## src/rtl/sap_ctrl_pkg.sv

```systemverilog
// Shared definitions for the program loader controller: FSM state encoding,
// default widths and a counter-width helper.
package sap_ctrl_pkg;

  typedef enum logic [2:0] {
    ST_IDLE  = 3'd0,
    ST_LOAD  = 3'd1,
    ST_FLUSH = 3'd2,
    ST_RUN   = 3'd3,
    ST_HALT  = 3'd4
  } state_e;

  localparam int DEF_ADDR_W      = 4;
  localparam int DEF_DATA_W      = 8;
  localparam int DEF_RUN_TIMEOUT = 255;

  // Bits needed to hold values 0..max_val, never less than one.
  function automatic int cnt_width(input int max_val);
    int w;
    w = $clog2(max_val + 1);
    if (w < 1) begin
      w = 1;
    end else begin
      w = w;
    end
    return w;
  endfunction

endpackage

```

## src/rtl/program_loader_ctrl_run_watchdog.sv

```systemverilog
// RUN-phase watchdog: counts enabled cycles from zero and flags expiry on the
// cycle in which the count reaches TIMEOUT.
module run_watchdog
  import sap_ctrl_pkg::*;
#(
  parameter int TIMEOUT = DEF_RUN_TIMEOUT,
  parameter int CNT_W   = cnt_width(DEF_RUN_TIMEOUT)
) (
  input  logic clk,
  input  logic reset,
  input  logic clear_i,
  input  logic enable_i,
  output logic expire_o
);

  logic [CNT_W-1:0] count_q;
  logic [CNT_W-1:0] count_d;
  logic             expire_s;

  // Next count: cleared outside RUN, advances each enabled cycle, freezes on expiry.
  always_comb begin
    count_d  = count_q;
    expire_s = enable_i && (count_q == CNT_W'(TIMEOUT - 1));
    if (clear_i) begin
      count_d = '0;
    end else if (enable_i && !expire_s) begin
      count_d = count_q + CNT_W'(1);
    end else begin
      count_d = count_q;
    end
  end

  // Counter register with synchronous active-low reset.
  always_ff @(posedge clk) begin
    if (!reset) begin
      count_q <= '0;
    end else begin
      count_q <= count_d;
    end
  end

  assign expire_o = expire_s;

endmodule

```

## src/rtl/program_loader_ctrl.sv

```systemverilog
// Program loader controller: streams loader words into program RAM, releases
// the CPU from reset once the image is written, and supervises the run phase.
module program_loader_ctrl
  import sap_ctrl_pkg::*;
#(
  parameter int ADDR_W      = DEF_ADDR_W,
  parameter int DATA_W      = DEF_DATA_W,
  parameter int RUN_TIMEOUT = DEF_RUN_TIMEOUT
) (
  input  logic              clk,
  input  logic              reset,
  input  logic              start,
  input  logic              ld_valid,
  output logic              ld_ready,
  input  logic [ADDR_W-1:0] ld_addr,
  input  logic [DATA_W-1:0] ld_data,
  input  logic              ld_last,
  output logic              ram_we,
  output logic [ADDR_W-1:0] ram_addr,
  output logic [DATA_W-1:0] ram_wdata,
  output logic              cpu_run_n,
  input  logic              hlt,
  output logic              done,
  output logic              err,
  output logic [ADDR_W:0]   word_count,
  output logic [DATA_W-1:0] checksum
);

  localparam int WC_W  = ADDR_W + 1;
  localparam int WD_W  = cnt_width(RUN_TIMEOUT);

  state_e            state_q, state_d;
  logic              ld_ready_q, cpu_run_n_q, ram_we_q, done_q, err_q;
  logic [ADDR_W-1:0] ram_addr_q;
  logic [DATA_W-1:0] ram_wdata_q, checksum_q;
  logic [WC_W-1:0]   word_count_q;

  logic accept_s, full_s, load_entry_s, wr_accept_s, ovf_accept_s;
  logic run_halt_s, run_expire_s, wd_clear_s, wd_enable_s, wd_expire_s;

  run_watchdog #(
    .TIMEOUT (RUN_TIMEOUT),
    .CNT_W   (WD_W)
  ) u_run_watchdog (
    .clk      (clk),
    .reset    (reset),
    .clear_i  (wd_clear_s),
    .enable_i (wd_enable_s),
    .expire_o (wd_expire_s)
  );

  // Session events and FSM next state.
  always_comb begin
    state_d      = state_q;
    accept_s     = ld_valid && ld_ready_q;
    full_s       = (word_count_q == (WC_W'(1) << ADDR_W));
    load_entry_s = start && ((state_q == ST_IDLE) || (state_q == ST_HALT));
    wr_accept_s  = accept_s && !full_s;
    ovf_accept_s = accept_s && full_s;
    wd_enable_s  = (state_q == ST_RUN);
    wd_clear_s   = (state_q != ST_RUN);
    run_halt_s   = wd_enable_s && hlt;
    run_expire_s = wd_enable_s && !hlt && wd_expire_s;
    case (state_q)
      ST_IDLE: begin
        if (start) begin
          state_d = ST_LOAD;
        end else begin
          state_d = ST_IDLE;
        end
      end
      ST_LOAD: begin
        if (ovf_accept_s) begin
          state_d = ST_IDLE;
        end else if (wr_accept_s && ld_last) begin
          state_d = ST_FLUSH;
        end else begin
          state_d = ST_LOAD;
        end
      end
      ST_FLUSH: begin
        state_d = ST_RUN;
      end
      ST_RUN: begin
        if (run_halt_s || run_expire_s) begin
          state_d = ST_HALT;
        end else begin
          state_d = ST_RUN;
        end
      end
      ST_HALT: begin
        if (start) begin
          state_d = ST_LOAD;
        end else begin
          state_d = ST_HALT;
        end
      end
      default: begin
        state_d = ST_IDLE;
      end
    endcase
  end

  // State, handshake, RAM write port and session status registers.
  // ld_ready and cpu_run_n are registered from the next state so they track the FSM exactly.
  always_ff @(posedge clk) begin
    if (!reset) begin
      state_q      <= ST_IDLE;
      ld_ready_q   <= 1'b0;
      cpu_run_n_q  <= 1'b0;
      ram_we_q     <= 1'b0;
      ram_addr_q   <= '0;
      ram_wdata_q  <= '0;
      done_q       <= 1'b0;
      err_q        <= 1'b0;
      word_count_q <= '0;
      checksum_q   <= '0;
    end else begin
      state_q     <= state_d;
      ld_ready_q  <= (state_d == ST_LOAD);
      cpu_run_n_q <= (state_d == ST_RUN);
      ram_we_q    <= 1'b0;
      if (load_entry_s) begin
        word_count_q <= '0;
        checksum_q   <= '0;
        err_q        <= 1'b0;
        done_q       <= 1'b0;
      end else if (wr_accept_s) begin
        ram_we_q     <= 1'b1;
        ram_addr_q   <= ld_addr;
        ram_wdata_q  <= ld_data;
        word_count_q <= word_count_q + WC_W'(1);
        checksum_q   <= checksum_q + ld_data;
      end else if (ovf_accept_s) begin
        err_q <= 1'b1;
      end else if (run_halt_s) begin
        done_q <= 1'b1;
      end else if (run_expire_s) begin
        err_q <= 1'b1;
      end else begin
        err_q <= err_q;
      end
    end
  end

  assign ld_ready   = ld_ready_q;
  assign cpu_run_n  = cpu_run_n_q;
  assign ram_we     = ram_we_q;
  assign ram_addr   = ram_addr_q;
  assign ram_wdata  = ram_wdata_q;
  assign done       = done_q;
  assign err        = err_q;
  assign word_count = word_count_q;
  assign checksum   = checksum_q;

endmodule

```

## config.mk

```make
export PLATFORM = sky130hd
export DESIGN_NAME = program_loader_ctrl
export DESIGN_NICKNAME = d
export VERILOG_FILES = /design/src/rtl/sap_ctrl_pkg.sv /design/src/rtl/program_loader_ctrl_run_watchdog.sv /design/src/rtl/program_loader_ctrl.sv
export SDC_FILE = /design/constraint.sdc
export NUM_CORES = 1
export LEC_CHECK = 0
export ABC_CLOCK_PERIOD_IN_PS = 2200
export BUFFER_PORTS_ARGS = -buffer_cell sky130_fd_sc_hd__buf_2
export CELL_PAD_IN_SITES_DETAIL_PLACEMENT = 1
export CELL_PAD_IN_SITES_GLOBAL_PLACEMENT = 1
export CORE_ASPECT_RATIO = 0.5
export CORE_MARGIN = 10
export CORE_UTILIZATION = 39
export CTS_BUF_LIST = sky130_fd_sc_hd__clkbuf_4 sky130_fd_sc_hd__clkbuf_8 sky130_fd_sc_hd__clkbuf_16
export CTS_CLUSTER_DIAMETER = 30
export CTS_CLUSTER_SIZE = 28
export DETAILED_ROUTE_END_ITERATION = 16
export PLACE_DENSITY_LB_ADDON = 0.1
export SLEW_MARGIN = 10
export SYNTH_ARGS = -nofsm -noshare
export SYNTH_HDL_FRONTEND = slang
export SYNTH_SLANG_ARGS = --single-unit
```

## constraint.sdc

```tcl
create_clock -name clk -period 2.2 [get_ports clk]
set_clock_uncertainty 0.2 [all_clocks]
set_input_delay 0.11 -clock clk [delete_from_list [all_inputs] [get_ports clk]]
set_output_delay 0.11 -clock clk [all_outputs]
set_load 0.05 [all_outputs]
```

---- After elaboration in Yosys (flattened, before gate mapping) ----
Cells that the tools add are included.
word-level totals
  register bits after elaboration ......... 41
  input port bits ......................... 18
  output and inout bits ................... 30
  logic and storage cells ................. 60
cells by class
  add/sub/neg operators ................... 3
  equal/unequal tests ..................... 10
  mux-type cells .......................... 10
  bitwise operators ....................... 4
  reductions and logical operators ........ 22
operators by type and width
  kind                   number
  $pmux W3 S5            1
  $logic_and A1 B1 Y1    10
  $eq A3 B2 Y1 const B   3
  $add A8 B1 Y8 const B  1
  $add A8 B8 Y8          1
  $eq A8 B8 Y1 const B   1
  $eq A3 B1 Y1 const B   2
  $mux W3                2
  $reduce_and A3 Y1      2
  $add A5 B1 Y5 const B  1
  $eq A5 B5 Y1 const B   1
  $mux W1                5
  $mux W2                2
  $not A1 Y1             4
  $reduce_or A2 Y1       2
  $eq A3 B3 Y1 const B   1
  $logic_not A1 Y1       3
  $logic_not A3 Y1       1
  $ne A3 B2 Y1 const B   1
  $logic_or A1 B1 Y1     2
  $ne A2 B2 Y1 const B   1
  $reduce_and A2 Y1      1
  $reduce_bool A2 Y1     1

---- Logic depth before layout (Yosys ltp) ----
Gate-level depths: netlist (run 1).
  depth after elaboration ................. 8
  depth in mapped cells ................... 8
  mapped depth without buffers ............ 8

---- Modules after synthesis ----
A second synthesis (run 1) with hierarchy kept.
second synthesis, totals
  cell total of the unflattened synthesis .. 230
  area, all modules ....................... 2067.0 um2
modules (own cells, without submodules)
  module               times used  cells each  area an instance (um2)  sequential area each (um2)
  program_loader_ctrl  1           181         1634.1                  660.6
  run_watchdog         1           49          432.9                   160.2

---- Worst setup path after synthesis (run 1) ----
OpenSTA, ideal clock, no wires.
  path type ............................... register to register
  start point ............................. reg checksum_q[1], in the netlist checksum[1]
  end point ............................... reg checksum_q[7], in the netlist checksum[7]
  setup time .............................. 0.135 ns
  arrival time ............................ 1.979 ns
  required time ........................... 1.865 ns
  slack ................................... -0.114 ns
  stages on the path, launching flop included .. 7
  buffers on the path ..................... 0
  clock period less this slack ............ 2.314 ns
  path through ............................ dfxtp_1 > ha_1 > a211oi_1 > o211ai_1 > and3_1 > o311ai_0 > o41ai_1
between the ends
  word-level cells in the longest chain between the ends .. 1
ends and longest elaborated chain
  element                 RTL line                    RTL
  from (decl)             program_loader_ctrl.sv:35   logic [DATA_W-1:0] ram_wdata_q, checksum_q;
  from (signal assigned)  program_loader_ctrl.sv:133  checksum_q <= checksum_q + ld_data;
  $add A8 B8 Y8           program_loader_ctrl.sv:133
Every way passes these cells.
A chain may end at the register's enable or synchronous reset.

---- Worst setup path after layout (run 1) ----
  start point ............................. in ld_data[3]
  end point ............................... reg checksum_q[7], in the netlist checksum[7]
between the ends
  word-level cells in the longest chain between the ends .. 1
ends and longest elaborated chain
  element        RTL line                    RTL
  from (decl)    program_loader_ctrl.sv:16   input logic [DATA_W-1:0] ld_data,
  $add A8 B8 Y8  program_loader_ctrl.sv:133
Every way passes these cells.

==> results.yml, run 1 <==
status:
  status: "completed"
synth:
  synth_area_sq_um: 2002
  yosysWarnings: 0
  syn-num-nets: 261
  synth-edff-count: 0
  synth_area_per_cell_sq_um: 8.666
  synthFlopType: "dfxtp_1"
  synth_top_area_share_pct: 41.00
  ys_seq_elements: 41
  ys_types: 48
  syn_inst: 231
  synth_area_leader_cell: "dfxtp_1"
  synthTopCellsByArea: "dfxtp_1 (41%), nand2_1 (7.5%), ha_1 (6.9%)"
  synth-seq-area-share_pct: 41.00
  async_reset_ff_share_pct: 0
power_and_ir_drop:
  power.total_mw: 1.981
  p_leak_nw: 1.108
  ir_worst_vdd_mv: 0.3074
  power.density_nw_per_um2: 754.6
routing:
  routed-via-count: 1811
  postRouteWirelength_mm: 5.577
  routed_via_density: 4.895
  drc: 0
  dr.pass1.iters: 4
  drtIter0Drc: 91
  wl_per_cell_um: 15.07
  postRouteAntennaNets: 0
clocking:
  cts_buffers: 5
  clk_latency_ps: 300
  cts_tree: "yes"
  cts_buffer_depth: 2
  h-tree-depth: 2
  clock-sinks: 41
  cts-root-buf: "clkbuf_8"
  cts.clk_slew.worst_paths_ps: 80
placed_design:
  gp_congestion: 0.8005
  place.detailed.hpwl_mm: 4.167
  port_buffers: 47
  place_area_sq_um: 2337
setup_path:
  r2r_end: "checksum[7]"
  crit_buf_inv: 2
  worst-setup-path-type: "input port to flip-flop"
  path_delay_family: "compound AO/OA/AOI/OAI gates"
  critical_path.max_stage_delay_ps: 540
  ff2ff_setup_slack_ps: 160
  worstPathCellList: "dlygate4sd3_1 > buf_2 > ha_1 > o211ai_1 > o211ai_1 > and3_1 > o311ai_1 > o41ai_1"
  ff2ff_path_depth: 6
  cp.required_ps: 2180
  crit_top_cell: "o211ai_1"
  startpoint_type: "input port"
  cp-end-kind: "flip-flop"
  reg2reg_from: "checksum[2]"
  cp.arrival_ps: 2050
  slowest_stage: "dlygate4sd3_1"
  crit_fanout: 4
timing:
  setup_viol: 0
  finalWorstPathRequiredPeriod_ps: 2076
  hold-worst-slack_ps: 5.773
  post-route-period-util_pct: 94.34
  finalHoldViolCount: 0
  tightestPinTransition_ps: 404.1
  max_slew_margin_pct: 72.99
  rsz0062_at_grt: "false"
  max_freq_mhz: 481.8
  final_max_slew_viol_count: 0
  tns_ps: 0
flow_run:
  cap_viol_max_count: 0
global_routing:
  grt_usage_pct: 13.25
  grt_pass1_vias: 1949
  grt_pass1_wl_mm: 9.397
  overflow: 0
  antenna_found_initial: 0
  grt_max_degree: 21
final_layout:
  syn_to_final_growth_pct: 31.13
  fin_util_pct: 52.98
  nNetsFinal: 329
  drive_above_1_share_pct: 26.33
  final_area_sq_um: 2625
  antenna_cells: 0
min_path:
  min_path_type: "input port to flip-flop"
  whs_endpoint: "ram_wdata[0]"
  hp-start: "reset"
  hold_path_depth: 2
floorplanning:
  dieArea_sq_um: 8572
  core_area_sq_um: 4955
  initial_core_util_pct: 40.40
  row_count: 18
  die_y_um: 70.66
  io_pins: 48
  die_w_um: 121.3
-- per-stage QoR --
stage	instances	setup slack, ps
3_5_place_dp	346	127.4
3_3_place_gp	346	213.2
4_1_cts	370	44.96
2_1_floorplan	231	-16.60
5_1_grt	370	25.70
6_report	370	124.4
-- worst register-to-register path, cell delays in order, from the launching register on --
cell and delay (ps):
dfxtp_1 330, ha_1 350, o211ai_1 260, o211ai_1 130, and3_1 220, o311ai_1 290
o41ai_1 120
-- worst max-delay path by stage --
stage | from | to | slack [ps] | cells after the start
2_1_floorplan | checksum[2] | checksum[7] | -20 | 6
3_3_place_gp | checksum[1] | checksum[7] | 210 | 6
6_report | ld_data[3] | checksum[7] | 120 | 8
5_1_grt | word_count[0] | ram_wdata[4] | 30 | 8
3_5_place_dp | word_count[1] | ram_wdata[4] | 130 | 8
4_1_cts | ld_data[0] | checksum[7] | 40 | 8
-- synth_stat cells, types with 2 or more instances --
cell,count
clkbuf_1,2
a21boi_0,13
nand3b_1,3
or3_1,2
nor2b_1,4
o21ai_0,6
ha_1,11
nand2_1,40
nor3b_1,2
o211ai_1,3
xor2_1,5
nor2_1,23
a211oi_1,3
inv_1,6
nand2b_1,4
a21oi_1,14
nand2_2,2
nor3_1,3
and3_1,2
nand3_1,6
buf_2,3
xnor2_1,6
nand4_1,3
dfxtp_1,41
-- sequential cells by signal, summed over array words and instances (netlist names) --
signal	count
ram_addr	4
ld_ready	1
checksum	8
u_run_watchdog.count_q	8
err	1
word_count	5
ram_wdata	8
done	1
ram_we	1
state_q	3
cpu_run_n	1
-- cell type report --
type / count / area [sq um]
Timing Repair Buffer: 68 / 449.2
Sequential cell: 41 / 825.8
Clock inverter: 1 / 5.005
Tap cell: 70 / 87.58
Inverter: 7 / 26.28
Multi-Input combinational cell: 176 / 1135
Fill cell: 612 / 2330
Clock buffer: 7 / 96.34
-- per-layer routing --
metal | track usage [%] | part of all wire (%)
met5 | 0 | 0
met4 | 3.548 | 1.0
met3 | 4.671 | 5.3
met2 | 22.75 | 48
met1 | 15.37 | 45
-- cells by family after synthesis --
family,count (synthesis),share of synthesized area (%)
AOI/OAI and AO/OA,50,16.56
adders and majority gates,12,7.875
and+or+nand+nor,102,25.87
buffers and inverters,14,3.375
muxes,1,0.5000
DFF,41,41.00
xor gates and xnor gates,11,4.812
-- placed cells by master (no fill, tap or decap), types with 7 or more instances in the layout --
cell,n
nand2_1,40
ha_1,10
nor2_1,23
dlygate4sd3_1,16
a21oi_1,13
clkbuf_8,7
a21boi_0,13
dfxtp_1,37
buf_2,47
-- report_power, final --
group	internal [mW]	total (mW)	switching, mW
combinational	0.194	0.574	0.380
sequential	0.798	0.848	0.0496
clock	0.284	0.559	0.275
total	1.28	1.98	0.705
-- timing repair --
action,4_1_cts,5_1_grt
setup endpoints to repair,0,5
buffers inserted,0,0
gates resized for setup,0,8
endpoints found under the hold margin,16,0
hold buffers,16,0
Power figures use the tool's default switching activity.
==> run 2: changes to the inputs <==
--- a/config.mk
+++ b/config.mk
@@ -5,7 +5,7 @@
 export SDC_FILE = /design/constraint.sdc
 export NUM_CORES = 1
 export LEC_CHECK = 0
-export ABC_CLOCK_PERIOD_IN_PS = 2200
+export ABC_CLOCK_PERIOD_IN_PS = 2000
 export BUFFER_PORTS_ARGS = -buffer_cell sky130_fd_sc_hd__buf_2
 export CELL_PAD_IN_SITES_DETAIL_PLACEMENT = 1
 export CELL_PAD_IN_SITES_GLOBAL_PLACEMENT = 1
@@ -17,6 +17,8 @@
 export CTS_CLUSTER_SIZE = 28
 export DETAILED_ROUTE_END_ITERATION = 16
 export PLACE_DENSITY_LB_ADDON = 0.1
+export REMOVE_ABC_BUFFERS = 1
+export SETUP_SLACK_MARGIN = 0.3
 export SLEW_MARGIN = 10
 export SYNTH_ARGS = -nofsm -noshare
 export SYNTH_HDL_FRONTEND = slang
==> constraint.sdc (replaced) <==
create_clock -name clk -period 2 [get_ports clk]
set_clock_uncertainty 0.2 [all_clocks]
set_input_delay 0.1 -clock clk [delete_from_list [all_inputs] [get_ports clk]]
set_output_delay 0.1 -clock clk [all_outputs]
set_load 0.05 [all_outputs]
==> results.yml, run 2 (synthesis results as in run 1) <==
setup_path:
  worst-setup-path-type: "flip-flop to flip-flop"
  startpoint_type: "flip-flop"
  worstSetupEndpoint: "checksum[4]"
  cp.required_ps: 2030
  critPathLaunch: "word_count[1]"
  cp.arrival_ps: 2080
  ff2ff_setup_slack_ps: -50
  crit_fanout: 5
  cp-end-kind: "flip-flop"
  ff2ff_path_depth: 9
  r2r_end: "checksum[4]"
  reg2reg_from: "word_count[1]"
timing:
  rsz0062_at_grt: "true"
  post-route-period-util_pct: 102.5
  tightestPinTransition_ps: 474.1
  tns_ps: -101.4
  max_slew_margin_pct: 68.33
  hold-worst-slack_ps: 17.12
  setup_viol: 3
  finalHoldViolCount: 0
  final_max_slew_viol_count: 0
  postLayoutSetupSlackWorst_ps: -50.94
  max_freq_mhz: 487.6
  finalWorstPathRequiredPeriod_ps: 2051
final_layout:
  antenna_cells: 0
  fillers: 549
  multi_input_area_sq_um: 1503
  drive_above_1_share_pct: 52.89
  syn_to_final_growth_pct: 66.69
  stdcell_count: 399
  nNetsFinal: 358
  layout_commonest_cell: "buf_2"
  seq_area_sq_um: 834.6
  mostFrequentLayoutCells: "buf_2 (47), dfxtp_1 (32), nor2_1 (20)"
flow_run:
  cap_viol_max_count: 0
clocking:
  cts_buffer_depth: 2
  clock-sinks: 41
  cts_buffers: 5
  h-tree-depth: 2
  cts-root-buf: "clkbuf_8"
  cts.clk_slew.worst_paths_ps: 90
  clk_latency_ps: 300
  cts_tree: "yes"
power_and_ir_drop:
  pwr-share-seq_pct: 34.9
  sw_frac_of_total_pct: 37.11
  p_sw_mw: 1.008
  p_int_mw: 1.708
  p_leak_nw: 1.439
  ir_worst_vdd_mv: 0.5367
  power.total_mw: 2.716
  p_clk_share_pct: 27.7
  power.density_nw_per_um2: 813.9
  pwr-share-comb_pct: 37.4
floorplanning:
  io_pins: 48
  initial_core_util_pct: 40.40
  core_area_sq_um: 4955
  die_y_um: 70.66
  dieArea_sq_um: 8572
  die_w_um: 121.3
  row_count: 18
global_routing:
  overflow: 0
  antenna_found_initial: 0
  grt_max_degree: 21
  grt_pass1_wl_mm: 10.66
  grt_pass1_vias: 2152
  grt_usage_pct: 15.09
routing:
  routed_via_density: 5.398
  postRouteAntennaNets: 0
  drc: 0
  routed-via-count: 2154
  drtIter0Drc: 111
  wl_per_cell_um: 21.99
  postRouteWirelength_mm: 8.775
  dr.pass1.iters: 4
placed_design:
  dp.cells: 354
  place.detailed.hpwl_mm: 4.334
  gp_congestion: 0.7535
  port_buffers: 47
  place_ws_ps: -46.03
min_path:
  min_path_type: "input port to flip-flop"
  hp-start: "ld_data[0]"
status:
  violations: "negative setup slack"
  status: "complete, but fails checks"
==> run 2: changes by cell type in the layout (fill, tap and decap cells not counted), sizes merged <==
cell | before | now
buf | 52 | 81
bufinv | 0 | 1
clkinv | 1 | 0
==> run 2: metal layers <==
layer	track usage, %	wire length, um	vias up
met4	3.548	193	0
met1	15.95	3423	1093
met5	0	0	-
li1	-	-	991
met3	4.592	367	19
met2	28.72	4792	51
==> run 2: worst min-delay path by stage <==
stage / to / slack [ps] / cells after the start
floorplan: state_q[1] / 30 / 1
global placement: ram_addr[1] / 150 / 3
detailed placement: ram_addr[0] / 160 / 3
CTS: state_q[2] / 20 / 2
global route: checksum[0] / 40 / 4
finish: checksum[0] / 20 / 4
==> run 2: power by group through the flow <==
stage	Combinational, mW	Clock [mW]	Sequential (mW)
2_1_floorplan	0.245	0	1.11
3_3_place_gp	0.621	0	0.940
3_5_place_dp	0.640	0	0.944
4_1_cts	0.806	0.730	0.932
5_1_grt	1.08	0.793	0.958
6_report	1.01	0.752	0.949
==> run 2: critical path, stage by stage (launching register included) <==
cell,delay (ps)
dfxtp_2,350
inv_2,50
ha_4,150
and4bb_2,270
or2_4,290
buf_12,150
buf_8,120
a211oi_2,190
a21oi_1,70
nor2_1,140
==> run 2: cell type report <==
class / count / share of cell area [%]
Timing Repair Buffer: 97 / 22.95
Inverter: 7 / 0.7874
Multi-Input combinational cell: 176 / 45.03
Tap cell: 70 / 2.625
Clock buffer: 7 / 2.700
Sequential cell: 41 / 25.01
Clock inverter: 1 / 0.8999
==> run 2: timing repair <==
action                                  4_1_cts  5_1_grt
setup buffers                                 8       12
resized for setup                            52       76
hold buffers                                 16        0
hold endpoints to repair                     16        0
cloned                                        1        0
endpoints found under the setup margin       28       36
pin swaps                                    11       37
==> run 2: per-stage QoR <==
stage	area, sq um	util, %
2_1_floorplan	1961	-
3_3_place_gp	2406	48.56
3_5_place_dp	2406	48.56
4_1_cts	2938	59.29
5_1_grt	3337	67.35
6_report	3337	67.35
